**src/rtl/rv_pkg.sv**
```systemverilog
// Types and constants shared by the fetch unit and the decoder stage.
package rv_pkg;

    localparam logic [31:0] NOP_INSTR        = 32'h0000_0013;
    localparam logic [31:0] RESET_PC_DEFAULT = 32'h0000_0000;

    localparam logic [6:0] OP_R      = 7'b0110011;
    localparam logic [6:0] OP_I      = 7'b0010011;
    localparam logic [6:0] OP_LOAD   = 7'b0000011;
    localparam logic [6:0] OP_STORE  = 7'b0100011;
    localparam logic [6:0] OP_BRANCH = 7'b1100011;
    localparam logic [6:0] OP_JAL    = 7'b1101111;
    localparam logic [6:0] OP_JALR   = 7'b1100111;

    typedef enum logic [1:0] {
        IDLE = 2'd0,
        WAIT = 2'd1,
        DROP = 2'd2,
        HOLD = 2'd3
    } ifu_state_t;

endpackage

```
**src/rtl/instr_fetch_unit_if.sv**
```systemverilog
// Instruction-memory, decoder handshake and redirect signals of the fetch unit.
interface instr_fetch_unit_if #(
    parameter int XLEN = 32
);
    logic            imem_req;
    logic [XLEN-1:0] imem_addr;
    logic            imem_valid;
    logic [31:0]     imem_rdata;
    logic            instr_valid;
    logic            dec_ready;
    logic [31:0]     instr_out;
    logic [XLEN-1:0] pc_out;
    logic            redirect;
    logic [XLEN-1:0] redirect_target;
    logic [31:0]     fetch_count;

    modport master (
        output imem_req, imem_addr, instr_valid, instr_out, pc_out, fetch_count,
        input  imem_valid, imem_rdata, dec_ready, redirect, redirect_target
    );

    modport slave (
        input  imem_req, imem_addr, instr_valid, instr_out, pc_out, fetch_count,
        output imem_valid, imem_rdata, dec_ready, redirect, redirect_target
    );
endinterface

```
**src/rtl/ifu_pc_reg.sv**
```systemverilog
// Program counter: redirect load (word aligned), +4 increment, or hold.
module ifu_pc_reg #(
    parameter int              XLEN     = 32,
    parameter logic [XLEN-1:0] RESET_PC = '0
) (
    input  logic            clk,
    input  logic            rst_n,
    input  logic            load,
    input  logic [XLEN-1:0] target,
    input  logic            inc,
    output logic [XLEN-1:0] pc_q,
    output logic [XLEN-1:0] pc_d
);

    // pc_d is exported so a request issued this cycle can use the new PC.
    always_comb begin
        pc_d = pc_q;
        if (load)
            pc_d = target & ~XLEN'(3);
        else if (inc)
            pc_d = pc_q + XLEN'(4);
    end

    always_ff @(posedge clk or negedge rst_n) begin
        if (!rst_n) pc_q <= RESET_PC;
        else        pc_q <= pc_d;
    end

endmodule

```
**src/rtl/instr_fetch_unit.sv**
```systemverilog
// Fetch unit: single-outstanding imem requests, valid/ready to decoder,
// redirects discard wrong-path responses.
module instr_fetch_unit
    import rv_pkg::*;
#(
    parameter int              XLEN     = 32,
    parameter logic [XLEN-1:0] RESET_PC = XLEN'(RESET_PC_DEFAULT)
) (
    input  logic                clk,
    input  logic                rst_n,
    instr_fetch_unit_if.master  io
);

    ifu_state_t      state_q, state_d;
    logic            req_q, req_d;
    logic [XLEN-1:0] addr_q, addr_d;
    logic            vld_q, vld_d;
    logic [31:0]     instr_q, instr_d;
    logic [XLEN-1:0] pcout_q, pcout_d;
    logic [31:0]     cnt_q, cnt_d;
    logic            pc_load, pc_inc;
    logic [XLEN-1:0] pc_q, pc_d;

    ifu_pc_reg #(.XLEN(XLEN), .RESET_PC(RESET_PC)) u_pc (
        .clk    (clk),
        .rst_n  (rst_n),
        .load   (pc_load),
        .target (io.redirect_target),
        .inc    (pc_inc),
        .pc_q   (pc_q),
        .pc_d   (pc_d)
    );

    always_comb begin
        state_d = state_q;
        req_d   = 1'b0;
        vld_d   = vld_q;
        instr_d = instr_q;
        pcout_d = pcout_q;
        cnt_d   = cnt_q;
        pc_load = 1'b0;
        pc_inc  = 1'b0;
        case (state_q)
            IDLE: begin
                req_d   = 1'b1;
                state_d = WAIT;
            end
            WAIT: begin
                if (io.redirect) begin
                    pc_load = 1'b1;
                    if (io.imem_valid) req_d   = 1'b1;
                    else               state_d = DROP;
                end else if (io.imem_valid) begin
                    instr_d = io.imem_rdata;
                    pcout_d = pc_q;
                    vld_d   = 1'b1;
                    pc_inc  = 1'b1;
                    state_d = HOLD;
                end
            end
            HOLD: begin
                // A redirect flushes the held word, even if the decoder is ready.
                if (io.redirect) begin
                    vld_d   = 1'b0;
                    pc_load = 1'b1;
                    req_d   = 1'b1;
                    state_d = WAIT;
                end else if (io.dec_ready) begin
                    cnt_d   = cnt_q + 32'd1;
                    vld_d   = 1'b0;
                    req_d   = 1'b1;
                    state_d = WAIT;
                end
            end
            DROP: begin
                pc_load = io.redirect;
                if (io.imem_valid) begin
                    req_d   = 1'b1;
                    state_d = WAIT;
                end
            end
            default: state_d = IDLE;
        endcase
    end

    assign addr_d = req_d ? pc_d : addr_q;

    always_ff @(posedge clk or negedge rst_n) begin
        if (!rst_n) begin
            state_q <= IDLE;
            req_q   <= 1'b0;
            addr_q  <= '0;
            vld_q   <= 1'b0;
            instr_q <= NOP_INSTR;
            pcout_q <= '0;
            cnt_q   <= '0;
        end else begin
            state_q <= state_d;
            req_q   <= req_d;
            addr_q  <= addr_d;
            vld_q   <= vld_d;
            instr_q <= instr_d;
            pcout_q <= pcout_d;
            cnt_q   <= cnt_d;
        end
    end

    assign io.imem_req    = req_q;
    assign io.imem_addr   = addr_q;
    assign io.instr_valid = vld_q;
    assign io.instr_out   = instr_q;
    assign io.pc_out      = pcout_q;
    assign io.fetch_count = cnt_q;

endmodule

```
**src/flat_wrapper.sv**
```systemverilog
// flat-port wrapper written by rule: the top's interface ports become plain ports
module instr_fetch_unit_flat import rv_pkg::*;
#(
    parameter int              XLEN     = 32,
    parameter logic [XLEN-1:0] RESET_PC = XLEN'(RESET_PC_DEFAULT)
)
  (clk, rst_n, io_imem_req, io_imem_addr, io_instr_valid, io_instr_out, io_pc_out, io_fetch_count, io_imem_valid, io_imem_rdata, io_dec_ready, io_redirect, io_redirect_target);
  instr_fetch_unit_if #(.XLEN(XLEN)) io_i ();
  input  logic clk;
  input  logic rst_n;
  output wire logic [$bits(io_i.imem_req)-1:0] io_imem_req;
  output wire logic [$bits(io_i.imem_addr)-1:0] io_imem_addr;
  output wire logic [$bits(io_i.instr_valid)-1:0] io_instr_valid;
  output wire logic [$bits(io_i.instr_out)-1:0] io_instr_out;
  output wire logic [$bits(io_i.pc_out)-1:0] io_pc_out;
  output wire logic [$bits(io_i.fetch_count)-1:0] io_fetch_count;
  input wire logic [$bits(io_i.imem_valid)-1:0] io_imem_valid;
  input wire logic [$bits(io_i.imem_rdata)-1:0] io_imem_rdata;
  input wire logic [$bits(io_i.dec_ready)-1:0] io_dec_ready;
  input wire logic [$bits(io_i.redirect)-1:0] io_redirect;
  input wire logic [$bits(io_i.redirect_target)-1:0] io_redirect_target;
  assign io_imem_req = io_i.imem_req;
  assign io_imem_addr = io_i.imem_addr;
  assign io_instr_valid = io_i.instr_valid;
  assign io_instr_out = io_i.instr_out;
  assign io_pc_out = io_i.pc_out;
  assign io_fetch_count = io_i.fetch_count;
  assign io_i.imem_valid = io_imem_valid;
  assign io_i.imem_rdata = io_imem_rdata;
  assign io_i.dec_ready = io_dec_ready;
  assign io_i.redirect = io_redirect;
  assign io_i.redirect_target = io_redirect_target;
  instr_fetch_unit #(.XLEN(XLEN), .RESET_PC(RESET_PC)) u_core (.clk(clk), .rst_n(rst_n), .io(io_i));
endmodule
```
**config.mk**
```make
export PLATFORM = sky130hd
export DESIGN_NAME = instr_fetch_unit_flat
export DESIGN_NICKNAME = d
export VERILOG_FILES = /design/src/rtl/rv_pkg.sv /design/src/rtl/instr_fetch_unit_if.sv /design/src/rtl/ifu_pc_reg.sv /design/src/rtl/instr_fetch_unit.sv /design/src/flat_wrapper.sv
export SDC_FILE = /design/constraint.sdc
export NUM_CORES = 1
export LEC_CHECK = 0
export ABC_AREA = 1
export CORE_AREA = 2 2 113 137
export DETAILED_ROUTE_END_ITERATION = 8
export DIE_AREA = 0 0 115 139
export PLACE_DENSITY = 0.91
export SYNTH_ARGS = -nofsm -noshare
export SYNTH_HDL_FRONTEND = slang
export SYNTH_SLANG_ARGS = --single-unit
```
**constraint.sdc**
```tcl
create_clock -name clk -period 3.3 [get_ports clk]
set_input_delay 0.495 -clock clk [delete_from_list [all_inputs] [get_ports clk]]
set_output_delay 0.495 -clock clk [all_outputs]
set_load 0.03 [all_outputs]
```
==> results.txt <==
Outcome = finished clean
Average detailed-routed wire length per instance = 15.4 um
Finish-stage setup viols = 0
Top FF cell, synth = sky130_fd_sc_hd__dfrtp_1
Most frequent cell after synthesis = sky130_fd_sc_hd__nand2_1
Bufs on Longest Clock Path = 2
First-pass GRT wire length = 34.1 mm
Setup repair after global routing missed its margin = false
Initial core utilization = 0.523
Total clock sinks = 164
Cell types with the highest counts after synthesis = 376 x sky130_fd_sc_hd__nand2_1, 161 x sky130_fd_sc_hd__dfrtp_1, 71 x sky130_fd_sc_hd__inv_1, 60 x sky130_fd_sc_hd__nor2_1, 43 x sky130_fd_sc_hd__nand3_1
Worst slack, placed = 618 ps
Data arrival at the endpoint of the critical path = 2630 ps
Proportion of synthesized flip-flops having asynchronous set or reset = 1.00
Syn. warnings = 0
Area fraction of the dominant cell type after synthesis = 0.524
CTS Hold Bufs = 0
Ratio of cells with drive above 1 in the final layout = 0.0630
Clock latency reported for the late side of the worst-skew pair = 420 ps
Root Driver = sky130_fd_sc_hd__clkbuf_16
Length of the first detailed-routing pass in iterations = 6
Synthesized cell area = 7690 um2
Max_slew headroom = 0.370
Final antenna diode count = 0
Part of the Yosys area used for sequential elements = 0.534
Biggest area consumer among synthesized cells = sky130_fd_sc_hd__dfrtp_1
Total of fill cells in the finished design = 1042
Minimum setup slack in the final design = 990 ps
Overall power after layout = 9.56 mW
CP endpoint kind = register
Yosys reg bits = 164
Post-synthesis net count = 1007
Areal power density over the cells = 917 nW/um2
H-tree depth reported by CTS = 4
Worst-margin pin slew = 943 ps
Nets@finish = 1201
Initial antenna violation count = 0
Die area = 16000 um2
Final hold vios = 0
Pins over their slew limit = 0
I/O pin count = 199
Post_cts resized = 0
Number of rows created at floorplan = 49
Area overhead of the layout relative to synthesis = 35.6%
Max VDD drop = 0.661 mV
Post-route antenna net violation count = 0
Number of global-route vias before repair = 6996
Core ar. = 14700 um2
Worst Path Required = 3620 ps
Maximum number of pins on one net before global-route repair = 71
Inserted Clock Buffers = 17
Placed wire-length estimate after detailed placement = 14.4 mm
Number of flops mapped to enable cells by yosys = 0
Cell count after synthesis = 936
Synthesized area per cell = 8.22 um2
Tcrit/Tclk final = 0.700
Aggregate global routing overflow = 0
Drc violations = 0
Count of buffers from port buffering = 196
Post-CTS repair timing setup buffer count = 0
Final TNS setup = 0 ps
Clk_skew = 6.63 ps
F_max = 433 MHz
All-layer global routing usage = 0.268
Crit Path Max Fanout = 19
Horiz. Die Dim = 115 um
Vias after detailed routing = 6944
Top cells by area, synth = sky130_fd_sc_hd__dfrtp_1 52%, sky130_fd_sc_hd__nand2_1 18%, sky130_fd_sc_hd__inv_1 3.5%, sky130_fd_sc_hd__xor2_1 3.3%, sky130_fd_sc_hd__nor2_1 2.9%
GP Congestion = 0.888
Mean number of vias per cell = 5.26
Drt total wl = 20.3 mm
Post-route minimum period = 2310 ps
Die height = 139 um
Leakage dissipation = 4.98 nW
CTS tree = built
Kind of critical path = in -> reg
Max-cap violations = 0
Clock transition at the registers of the reported paths = 60 ps
Number of distinct library cell variants in the gate-level netlist after synthesis = 35
Violation count after the first detailed-route iteration = 557
Type of element launching the critical path = primary input
Min-delay worst type = in -> async
==> flip-flops by register name (all words and copies together) (netlist names) <==
| register | cells |
|---|---|
| u_core.io.instr_valid | 1 |
| u_core.io.instr_out | 32 |
| u_core.state_q | 2 |
| u_core.io.imem_req | 1 |
| u_core.io.imem_addr | 32 |
| u_core.u_pc.pc_q | 32 |
| u_core.io.pc_out | 32 |
| u_core.io.fetch_count | 32 |
==> cell type report <==
cell class / instances / area [um2] / share of cell area
inverter: 79 / 297 / 0.0284
clock inverter: 11 / 154 / 0.0148
clock buffer: 21 / 450 / 0.0432
sequential: 164 / 4110 / 0.394
timing repair buffer: 204 / 2040 / 0.195
multi-input combinational: 664 / 3160 / 0.303
tap: 178 / 223 / 0.0214
==> where the power goes <==
part / total [mW] / internal, mW / switching (mW)
Combinational: 4.27 / 1.61 / 2.66
Clock: 2.02 / 1.21 / 0.802
Sequential: 3.27 / 2.75 / 0.525
==> per-stage QoR <==
stage | util | area [um2] | hold WS (ps) | instances
floorplan | - | 7690 | 199 | 936
global placement | 0.667 | 9820 | 456 | 1289
detailed placement | 0.667 | 9820 | 464 | 1289
CTS | 0.708 | 10400 | 86.0 | 1321
global route | 0.708 | 10400 | 96.9 | 1321
finish | 0.708 | 10400 | 54.1 | 1321
==> metal layers <==
metal  vias to the layer above  global-route usage  share of wire
met4                         0               0.106          0.028
li1                       3316                   -              -
met2                       309               0.450           0.51
met1                      3269               0.337           0.40
met5                         -                   0              0
met3                        50              0.0577          0.056
==> placed cells by master (no fill, tap or decap), types with 9 or more instances in the layout <==
cell type,count
sky130_fd_sc_hd__o21ai_0,28
sky130_fd_sc_hd__nor2_2,9
sky130_fd_sc_hd__nand4_1,20
sky130_fd_sc_hd__nand2_1,375
sky130_fd_sc_hd__or2_0,12
sky130_fd_sc_hd__o21ai_1,11
sky130_fd_sc_hd__dfrtp_1,161
sky130_fd_sc_hd__xnor2_1,13
sky130_fd_sc_hd__clkbuf_16,17
sky130_fd_sc_hd__nand3_1,43
sky130_fd_sc_hd__nor3_1,11
sky130_fd_sc_hd__nor2_1,60
sky130_fd_sc_hd__clkdlybuf4s50_1,195
sky130_fd_sc_hd__a21boi_1,18
sky130_fd_sc_hd__xor2_1,29
sky130_fd_sc_hd__inv_1,71
==> critical path: stages <==
cell	delay, ps
sky130_fd_sc_hd__clkdlybuf4s50_1	550
sky130_fd_sc_hd__inv_2	190
sky130_fd_sc_hd__nand2_1	100
sky130_fd_sc_hd__nor2_4	200
sky130_fd_sc_hd__buf_4	270
sky130_fd_sc_hd__nand2_2	110
sky130_fd_sc_hd__nor2_4	230
sky130_fd_sc_hd__xor2_1	240
sky130_fd_sc_hd__nand2_1	70
sky130_fd_sc_hd__nand3_1	100
sky130_fd_sc_hd__nand2_1	50
==> final timing paths <==
kind	start	to	slack, ps	cells past startpoint
max	io_redirect	u_core.io.imem_addr[15]$_DFFE_PN0P_	990	11
min	rst_n	u_core.io.instr_out[10]$_DFFE_PN0P_	50	1
max reg2reg	u_core.state_q[1]$_DFFE_PN0P_	u_core.io.imem_addr[15]$_DFFE_PN0P_	1230	10
min reg2reg	u_core.io.instr_out[4]$_DFFE_PN1P_	u_core.io.instr_out[4]$_DFFE_PN1P_	470	2
max in group asynchronous	rst_n	u_core.io.pc_out[25]$_DFFE_PN0P_	2380	2
min in group clk	u_core.io.instr_out[4]$_DFFE_PN1P_	u_core.io.instr_out[4]$_DFFE_PN1P_	470	2
==> cells by family (layout without fill, tap and decap cells) <==
family | after synthesis | count (layout) | share of synthesized area
XOR/XNOR | 42 | 42 | 0.0478
buffers and inverters | 108 | 315 | 0.0556
AND/OR/NAND/NOR | 553 | 553 | 0.306
AO/OA/AOI/OAI | 67 | 67 | 0.0527
adder cells (fa/ha/maj) | 2 | 2 | 0.00325
flip-flops | 164 | 164 | 0.534
No activity file was read; power rests on OpenSTA's default activity.
